$ cat config.mk
export PLATFORM = sky130hd
export DESIGN_NAME = fifo_write_arbiter
export DESIGN_NICKNAME = d
export VERILOG_FILES = /design/src/rtl/fifo_write_arbiter_pkg.sv /design/src/rtl/round_robin_priority_selector.sv /design/src/rtl/fifo_write_arbiter.sv
export SDC_FILE = /design/constraint.sdc
export NUM_CORES = 1
export LEC_CHECK = 0
export BUFFER_PORTS_ARGS = -buffer_cell sky130_fd_sc_hd__buf_4
export CAP_MARGIN = 0
export CORE_MARGIN = 2
export CORE_UTILIZATION = 42
export DETAILED_ROUTE_END_ITERATION = 6
export HOLD_SLACK_MARGIN = 0.1
export PLACE_DENSITY = 0.77
export SYNTH_ARGS = -nofsm -noshare
export SYNTH_HDL_FRONTEND = slang
export SYNTH_SLANG_ARGS = --single-unit
$ cat constraint.sdc
create_clock -name clock -period 3.14 [get_ports clock]
set_input_delay 0.314 -clock clock [delete_from_list [all_inputs] [get_ports clock]]
set_output_delay 0.314 -clock clock [all_outputs]
set_load 0.05 [all_outputs]
$ cat src/rtl/fifo_write_arbiter_pkg.sv
// Shared types for the FIFO write-port arbiter.
// Burst lock state lives here so the top and any tooling agree on encoding.
package fifo_write_arbiter_pkg;

  typedef enum logic [0:0] {
    IDLE   = 1'b0,
    LOCKED = 1'b1
  } fifo_write_arbiter_state_t;

  function automatic int unsigned index_width(
    input int unsigned n
  );
    return (n > 1) ? $clog2(n) : 1;
  endfunction

endpackage

$ cat src/rtl/round_robin_priority_selector.sv
// Combinational rotating-priority pick: first set request at or after pointer.
// Returns the one-hot selection, its index and whether anything was picked.
module round_robin_priority_selector #(
  parameter int N  = 4,
  parameter int PW = 2
) (
  input  logic [N-1:0]  request,
  input  logic [PW-1:0] pointer,
  output logic [N-1:0]  select,
  output logic [PW-1:0] index,
  output logic          valid
);

  logic [PW-1:0] j;

  always_comb begin
    select = '0;
    index  = '0;
    valid  = 1'b0;
    j      = '0;
    for (int k = 0; k < N; k++) begin
      j = PW'((int'(pointer) + k) % N);
      if (!valid && request[j]) begin
        valid     = 1'b1;
        select[j] = 1'b1;
        index     = j;
      end
    end
  end

endmodule

$ cat src/rtl/fifo_write_arbiter.sv
// Round-robin merge of several producers onto one FIFO write port.
// Define FIFO_WRITE_ARBITER_BURST_LOCK_EN to hold the grant until request_last.
module fifo_write_arbiter
  import fifo_write_arbiter_pkg::*;
#(
  parameter int WIDTH      = 8,
  parameter int REQUESTERS = 4
) (
  input  logic                        clock,
  input  logic                        reset,
  input  logic [REQUESTERS-1:0]       request,
  input  logic [REQUESTERS*WIDTH-1:0] request_data,
  input  logic [REQUESTERS-1:0]       request_last,
  output logic [REQUESTERS-1:0]       grant,
  output logic                        write_enable,
  output logic [WIDTH-1:0]            write_data,
  input  logic                        full
);

  localparam int PW = index_width(REQUESTERS);
  localparam logic [PW-1:0] LAST = PW'(REQUESTERS - 1);

  logic [PW-1:0]         pointer;
  logic [PW-1:0]         sel_index;
  logic [PW-1:0]         next_pointer;
  logic [REQUESTERS-1:0] sel_onehot;
  logic [REQUESTERS-1:0] eligible;
  logic                  sel_valid;

`ifdef FIFO_WRITE_ARBITER_BURST_LOCK_EN
  fifo_write_arbiter_state_t state;
  logic [PW-1:0]             lock_index;

  // While locked, everyone but the burst owner is invisible, so a
  // dropped request from the owner stalls rather than yielding.
  always_comb begin
    eligible = request;
    if (state == LOCKED)
      eligible = request & (REQUESTERS'(1) << lock_index);
  end
`else
  logic unused_last;

  assign unused_last = ^request_last;
  assign eligible    = request;
`endif

  round_robin_priority_selector #(
    .N  (REQUESTERS),
    .PW (PW)
  ) u_select (
    .request (eligible),
    .pointer (pointer),
    .select  (sel_onehot),
    .index   (sel_index),
    .valid   (sel_valid)
  );

  assign grant = (sel_valid && !full && !reset)
               ? sel_onehot : '0;
  assign write_enable = |grant;
  assign next_pointer = (sel_index == LAST)
                      ? '0 : sel_index + 1'b1;

  always_comb begin
    write_data = '0;
    for (int i = 0; i < REQUESTERS; i++)
      if (grant[i])
        write_data = request_data[i*WIDTH +: WIDTH];
  end

  always_ff @(posedge clock or posedge reset) begin
    if (reset)
      pointer <= '0;
    else if (write_enable)
      pointer <= next_pointer;
  end

`ifdef FIFO_WRITE_ARBITER_BURST_LOCK_EN
  always_ff @(posedge clock or posedge reset) begin
    if (reset) begin
      state      <= IDLE;
      lock_index <= '0;
    end else if (write_enable) begin
      if (state == IDLE && !request_last[sel_index]) begin
        state      <= LOCKED;
        lock_index <= sel_index;
      end else if (state == LOCKED && request_last[sel_index]) begin
        state <= IDLE;
      end
    end
  end
`endif

endmodule
==> results.cfg, run 1 <==
[synth]
yosysUniqueCellTypes = 43
netlist_area_sq_mm = 0.00116
ys_seq_area_share_pct = 4.31
syn_inst = 141
synth_area_per_cell_sq_um = 8.23
syn_nets = 191
yosysWarningCount = 0
ys_ff_latch = 2

[setup_path]
crit_chain = clkinv_8 > ha_4 > mux4_2 > nand2_2 > nand3_2 > mux2_4 > a211oi_4 > buf_6 > a221oi_2 > a221oi_4 > buf_6
worstSetupEndpointType = primary output
crit_arrival_ns = 2.87
slowest_stage = dfrtp_2
crit_required_ns = 2.83
rr_endpoint = pointer[1]$_DFFE_PP0P_
cp_slowest_stage_delay_ns = 0.42
critical_path.most_common_cell = buf_6
start_kind = flop
crit_type = flop to primary output
rrSetupSlack_ns = 0.62
r2r.worst_path.cells = 10
crit_fanout = 8
cp-endpoint = write_data[1]

[timing]
fin_skew_ns = 0.00325
finalHoldViolCount = 0
tightest_slew_ns = 0.497
setup_viol = 6
clock.fmax_mhz = 314
relSlewSlack_pct = 66.9
period_needed_ns = 3.19
fin_ws_ns = -0.0469
period_share_pct = 101
rsz0062_at_grt = true
slew_violations = 0

[cts]
clock_path_buffers = 2
cts.clk_slew.worst_paths_ns = 0.03
h-tree-depth = 1
clock_latency_ns = 0.22
cts-root-buf = clkbuf_4
cts_tree = built
cts_buffers = 3
clock-sinks = 2

[global_route]
grt_pass1_vias = 1353
grt_pass1_wl_mm = 6.14
gr-usage-all-layers_pct = 23.8
antenna_found_initial = 0
grt_max_degree = 13
grt_overflow = 0

[layout]
syn2layout_area_growth_pct = 78.9
fillerInstances = 175
fin_util_pct = 77.2
antenna_cells = 0
drive_above_1_share_pct = 62.3
nNetsFinal = 264

[floorplanning]
core-area_sq_mm = 0.00269
initial_core_util_pct = 43.2
die_area_sq_mm = 0.00320
die_h_um = 56.6
io_pins = 56
die_w_um = 56.6
rows = 19

[power_and_ir_drop]
report.power.total_uw = 2010
peakVddDrop_mv = 0.850
p_leak_uw = 0.000955
power_density_mw_per_mm2 = 970

[place]
dp_hpwl_mm = 2.86
place_congestion = 0.829
io_buffers = 51

[route]
wirelength_mm = 4.36
ant_nets = 0
num_vias = 1400
via_per_inst = 5.76
dr.pass1.iters = 4
routedWlPerCell_um = 18.0
drtIter0Drc = 40
post-route-drc-count = 0

[hold_path]
worstHoldPathType = primary input to async pin

[run]
drv_cap = 0

[outcome]
violations = setup timing
outcome = finished, violations left
[timing repair]
item                                    4_1_cts  5_1_grt
hold endpoints to repair                      2        0
gates resized for setup                      12       28
setup buffers                                 0       11
pin swaps                                     0        9
endpoints found under the setup margin        8        8
hold buffers                                  1        0
[synthesized netlist by cell type, drive strengths merged]
cell type | n | area share (%)
nor2b | 5 | 2.9
a221oi | 16 | 17
o221ai | 1 | 0.76
o22ai | 1 | 1.1
buf | 12 | 7.9
o31a | 1 | 0.76
nor3 | 2 | 0.86
dfrtp | 2 | 4.3
nand3 | 3 | 1.3
ha | 7 | 7.6
a21o | 1 | 0.65
a31oi | 3 | 3.2
nor3b | 5 | 3.2
nand4 | 3 | 1.6
and3b | 1 | 0.76
clkinv | 1 | 0.32
a21boi | 1 | 0.65
o211a | 1 | 0.86
nand2 | 6 | 1.9
nor2 | 5 | 1.6
mux4 | 2 | 3.9
a211o | 6 | 4.5
or2 | 3 | 1.6
inv | 21 | 6.8
nand2b | 1 | 0.54
a211oi | 3 | 3.0
mux2 | 6 | 6.8
mux2i | 5 | 4.6
o21ai | 6 | 2.6
a22o | 3 | 2.3
and2 | 1 | 0.54
o211ai | 1 | 0.65
a21oi | 6 | 2.9
[layer usage]
| layer | wire length [um] | track usage [%] |
|---|---|---|
| met5 | 0 | 0 |
| met4 | 55 | 4.08 |
| met3 | 109 | 1.84 |
| met2 | 2430 | 45.7 |
| met1 | 1770 | 28.8 |
[cell usage in the layout (no fill, tap or decap), drive strengths merged, types with 2 or more instances in the layout]
cell type	count
a211o	6
a211oi	3
a21oi	6
a221oi	16
a22o	3
a31oi	3
buf	79
clkbuf	3
dfrtp	2
ha	7
inv	21
mux2	6
mux2i	5
mux4	2
nand2	6
nand3	3
nand4	3
nor2	5
nor2b	5
nor3	2
nor3b	5
o21ai	6
or2	3
[power breakdown]
group,switching [uW],total [uW],internal [uW]
Combinational,1040,1900,859
Sequential,17.0,57.0,39.9
Clock,13.5,55.6,42.1
Total,1070,2010,941
[logic make-up after synthesis]
| group | synth area share [%] |
|---|---|
| AND/OR/NAND/NOR | 16.9 |
| multiplexers | 15.3 |
| flip-flops | 4.32 |
| adder cells (fa/ha/maj) | 7.55 |
| AO/OA/AOI/OAI | 40.9 |
| buffers and inverters | 15.0 |
[stage by stage]
| step | worst slack, ns | hold WS, ns | instance area (sq um) | instances | TNS, ns |
|---|---|---|---|---|---|
| floorplan | -0.158 | 0.0552 | 1310 | 141 | -1.23 |
| global placement | 0.00836 | 0.184 | 1770 | 230 | 0 |
| detailed placement | -0.0694 | 0.188 | 1770 | 230 | -0.529 |
| CTS | 0.00271 | 0.513 | 1850 | 234 | 0 |
| global route | -0.106 | 0.542 | 2070 | 243 | -0.684 |
| finish | -0.0469 | 0.528 | 2070 | 243 | -0.0919 |
[worst min path at each step]
stage / from / end / depth (start not counted)
2_1_floorplan: reset / async pin / 1
3_3_place_gp: reset / pointer[1]$_DFFE_PP0P_ / 2
3_5_place_dp: reset / async pin / 2
4_1_cts: reset / pointer[1]$_DFFE_PP0P_ / 3
5_1_grt: reset / async pin / 3
6_report: reset / async pin / 3
[worst max-delay path: cells and delay by family (launching register included)]
| kind | cells | cell delay [ns] |
|---|---|---|
| AOI/OAI and AO/OA | 3 | 0.58 |
| adders and majority gates | 1 | 0.33 |
| buffers and inverters | 3 | 0.43 |
| DFF | 1 | 0.42 |
| muxes | 2 | 0.67 |
| and+or+nand+nor | 2 | 0.21 |
[area by class of cell]
class                   instances  area [sq um]  area share (%)
flip-flops and latches          2          51.3            2.47
well taps                      31          38.8            1.87
repair buffers                 80           661            31.8
multi-input cells             105          1210            58.1
inverters                      22          95.1            4.58
clock buffers                   3          22.5            1.09
Power figures use the tool's default switching activity.
==> run 2: changes to the inputs <==
Settings changed: CORE_UTILIZATION 42 to 47, PLACE_DENSITY 0.77 to 0.81, REMOVE_ABC_BUFFERS from default to 1.
Clock period 3.14 ns to 3.3 ns, I/O delays scaled along.
==> results.cfg, run 2 (synthesized netlist as in run 1, its figures left out) <==
[global_route]
grt_overflow = 0
grt_pass1_wl_mm = 5.08
grt_pass1_vias = 1210
gr-usage-all-layers_pct = 23.3
antenna_found_initial = 0
grt_max_degree = 21

[layout]
mostFrequentLayoutCells = buf_4, inv_1, a221oi_2
syn2layout_area_growth_pct = 38.9
drive_above_1_share_pct = 47.9
layoutNonFillerInstCount = 218
antenna_cells = 0
fillerInstances = 169
nNetsFinal = 242
final_common_cell = buf_4

[floorplanning]
io_pins = 56
core-area_sq_mm = 0.00228
die_area_sq_mm = 0.00288
die_h_um = 53.7
initial_core_util_pct = 51.0
rows = 17
die_w_um = 53.7

[place]
dp_hpwl_mm = 2.53
io_buffers = 51
pre_cts_ws_ns = 0.0955
place_congestion = 0.850
dp.cells = 212

[cts]
cts_tree = built
h-tree-depth = 1
cts-root-buf = clkbuf_4
clock_latency_ns = 0.22
cts_buffers = 3
clock_path_buffers = 2
clock-sinks = 2
cts.clk_slew.worst_paths_ns = 0.03

[setup_path]
crit_type = flop to primary output
rrSetupSlack_ns = 0.76
crit_required_ns = 2.97
start_kind = flop
worstSetupEndpointType = primary output
rr_endpoint = pointer[1]$_DFFE_PP0P_
crit_fanout = 10
crit_arrival_ns = 2.80
r2r.worst_path.cells = 9

[timing]
period_share_pct = 94.7
tightest_slew_ns = 0.359
fin_ws_ns = 0.175
rsz0062_at_grt = false
slew_violations = 0
period_needed_ns = 3.13
relSlewSlack_pct = 75.6
clock.fmax_mhz = 320
finalHoldViolCount = 0
fin_skew_ns = 0.00235
setup_viol = 0
final.setup.tns_ns = 0

[route]
dr.pass1.iters = 4
post-route-drc-count = 0
routedWlPerCell_um = 14.7
num_vias = 1289
ant_nets = 0
drtIter0Drc = 21
via_per_inst = 5.91
wirelength_mm = 3.20

[power_and_ir_drop]
power_density_mw_per_mm2 = 898
peakVddDrop_mv = 0.767
p_leak_uw = 0.000787

[outcome]
outcome = completed

[run]
drv_cap = 0

[hold_path]
worstHoldPathType = primary input to async pin
-- run 2: cell types whose count changed in the layout (fill, tap and decap cells not counted), sizes merged --
cell | previous run | this run
buf | 79 | 57
-- run 2: power by group --
| group | leakage (uW) | switching, uW | internal, uW | total [uW] |
|---|---|---|---|---|
| Clock | 0.0000138 | 11.7 | 39.9 | 51.7 |
| Sequential | 0.0000227 | 5.44 | 36.8 | 42.2 |
| Combinational | 0.000751 | 798 | 555 | 1350 |
-- run 2: area by class of cell --
class	instances	area [sq um]	area share [%]
clock buffer	3	22.5	1.40
inverter	22	82.6	5.12
multi-input combinational	105	976	60.6
sequential	2	50.0	3.11
tap	28	35.0	2.17
timing repair buffer	58	445	27.6
-- run 2: metrics by stage --
step	instance area, sq um	utilization [%]	total power, uW	hold WS [ns]
after floorplan	1070	-	1000	0.0712
after global placement	1520	66.6	1290	0.198
after detailed placement	1520	66.6	1310	0.204
after CTS	1570	69.0	1390	0.528
after global routing	1610	70.8	1560	0.544
final	1610	70.8	1450	0.548
-- run 2: how the worst max path moves through the flow --
stage / from / end / slack (ns) / cells past startpoint
after floorplan: flop / write_data[0] / -1.34 / 9
after global placement: flop / write_data[3] / 0.17 / 10
after detailed placement: flop / write_data[4] / 0.1 / 10
after CTS: flop / write_data[4] / 0.009 / 11
after global routing: flop / write_data[3] / 0.0003 / 11
final: flop / write_data[4] / 0.17 / 11
-- run 2: per-layer routing --
metal  vias to the layer above  share of wire [%]  track usage [%]
li1                        628                  -                -
met1                       608                 39             25.5
met2                        49                 54             42.9
met3                         4                6.4             5.00
met4                         0               0.91             9.40
met5                         -                  0                0
-- run 2: worst max-delay path: stages (launching register included) --
cell	delay [ns]
dfrtp_1	0.33
clkinv_1	0.12
ha_4	0.36
mux2i_2	0.30
nand3_1	0.16
a21boi_1	0.20
o22ai_2	0.14
a211oi_4	0.26
buf_4	0.17
a221oi_1	0.08
a221oi_2	0.24
buf_6	0.20
-- run 2: timing repair --
item                                   CTS  global route
pin swaps                                1             0
hold buffers                             1             0
setup endpoints to repair                8             8
gates resized for setup                  2             9
setup buffers                            2             0
endpoints found under the hold margin    2             0
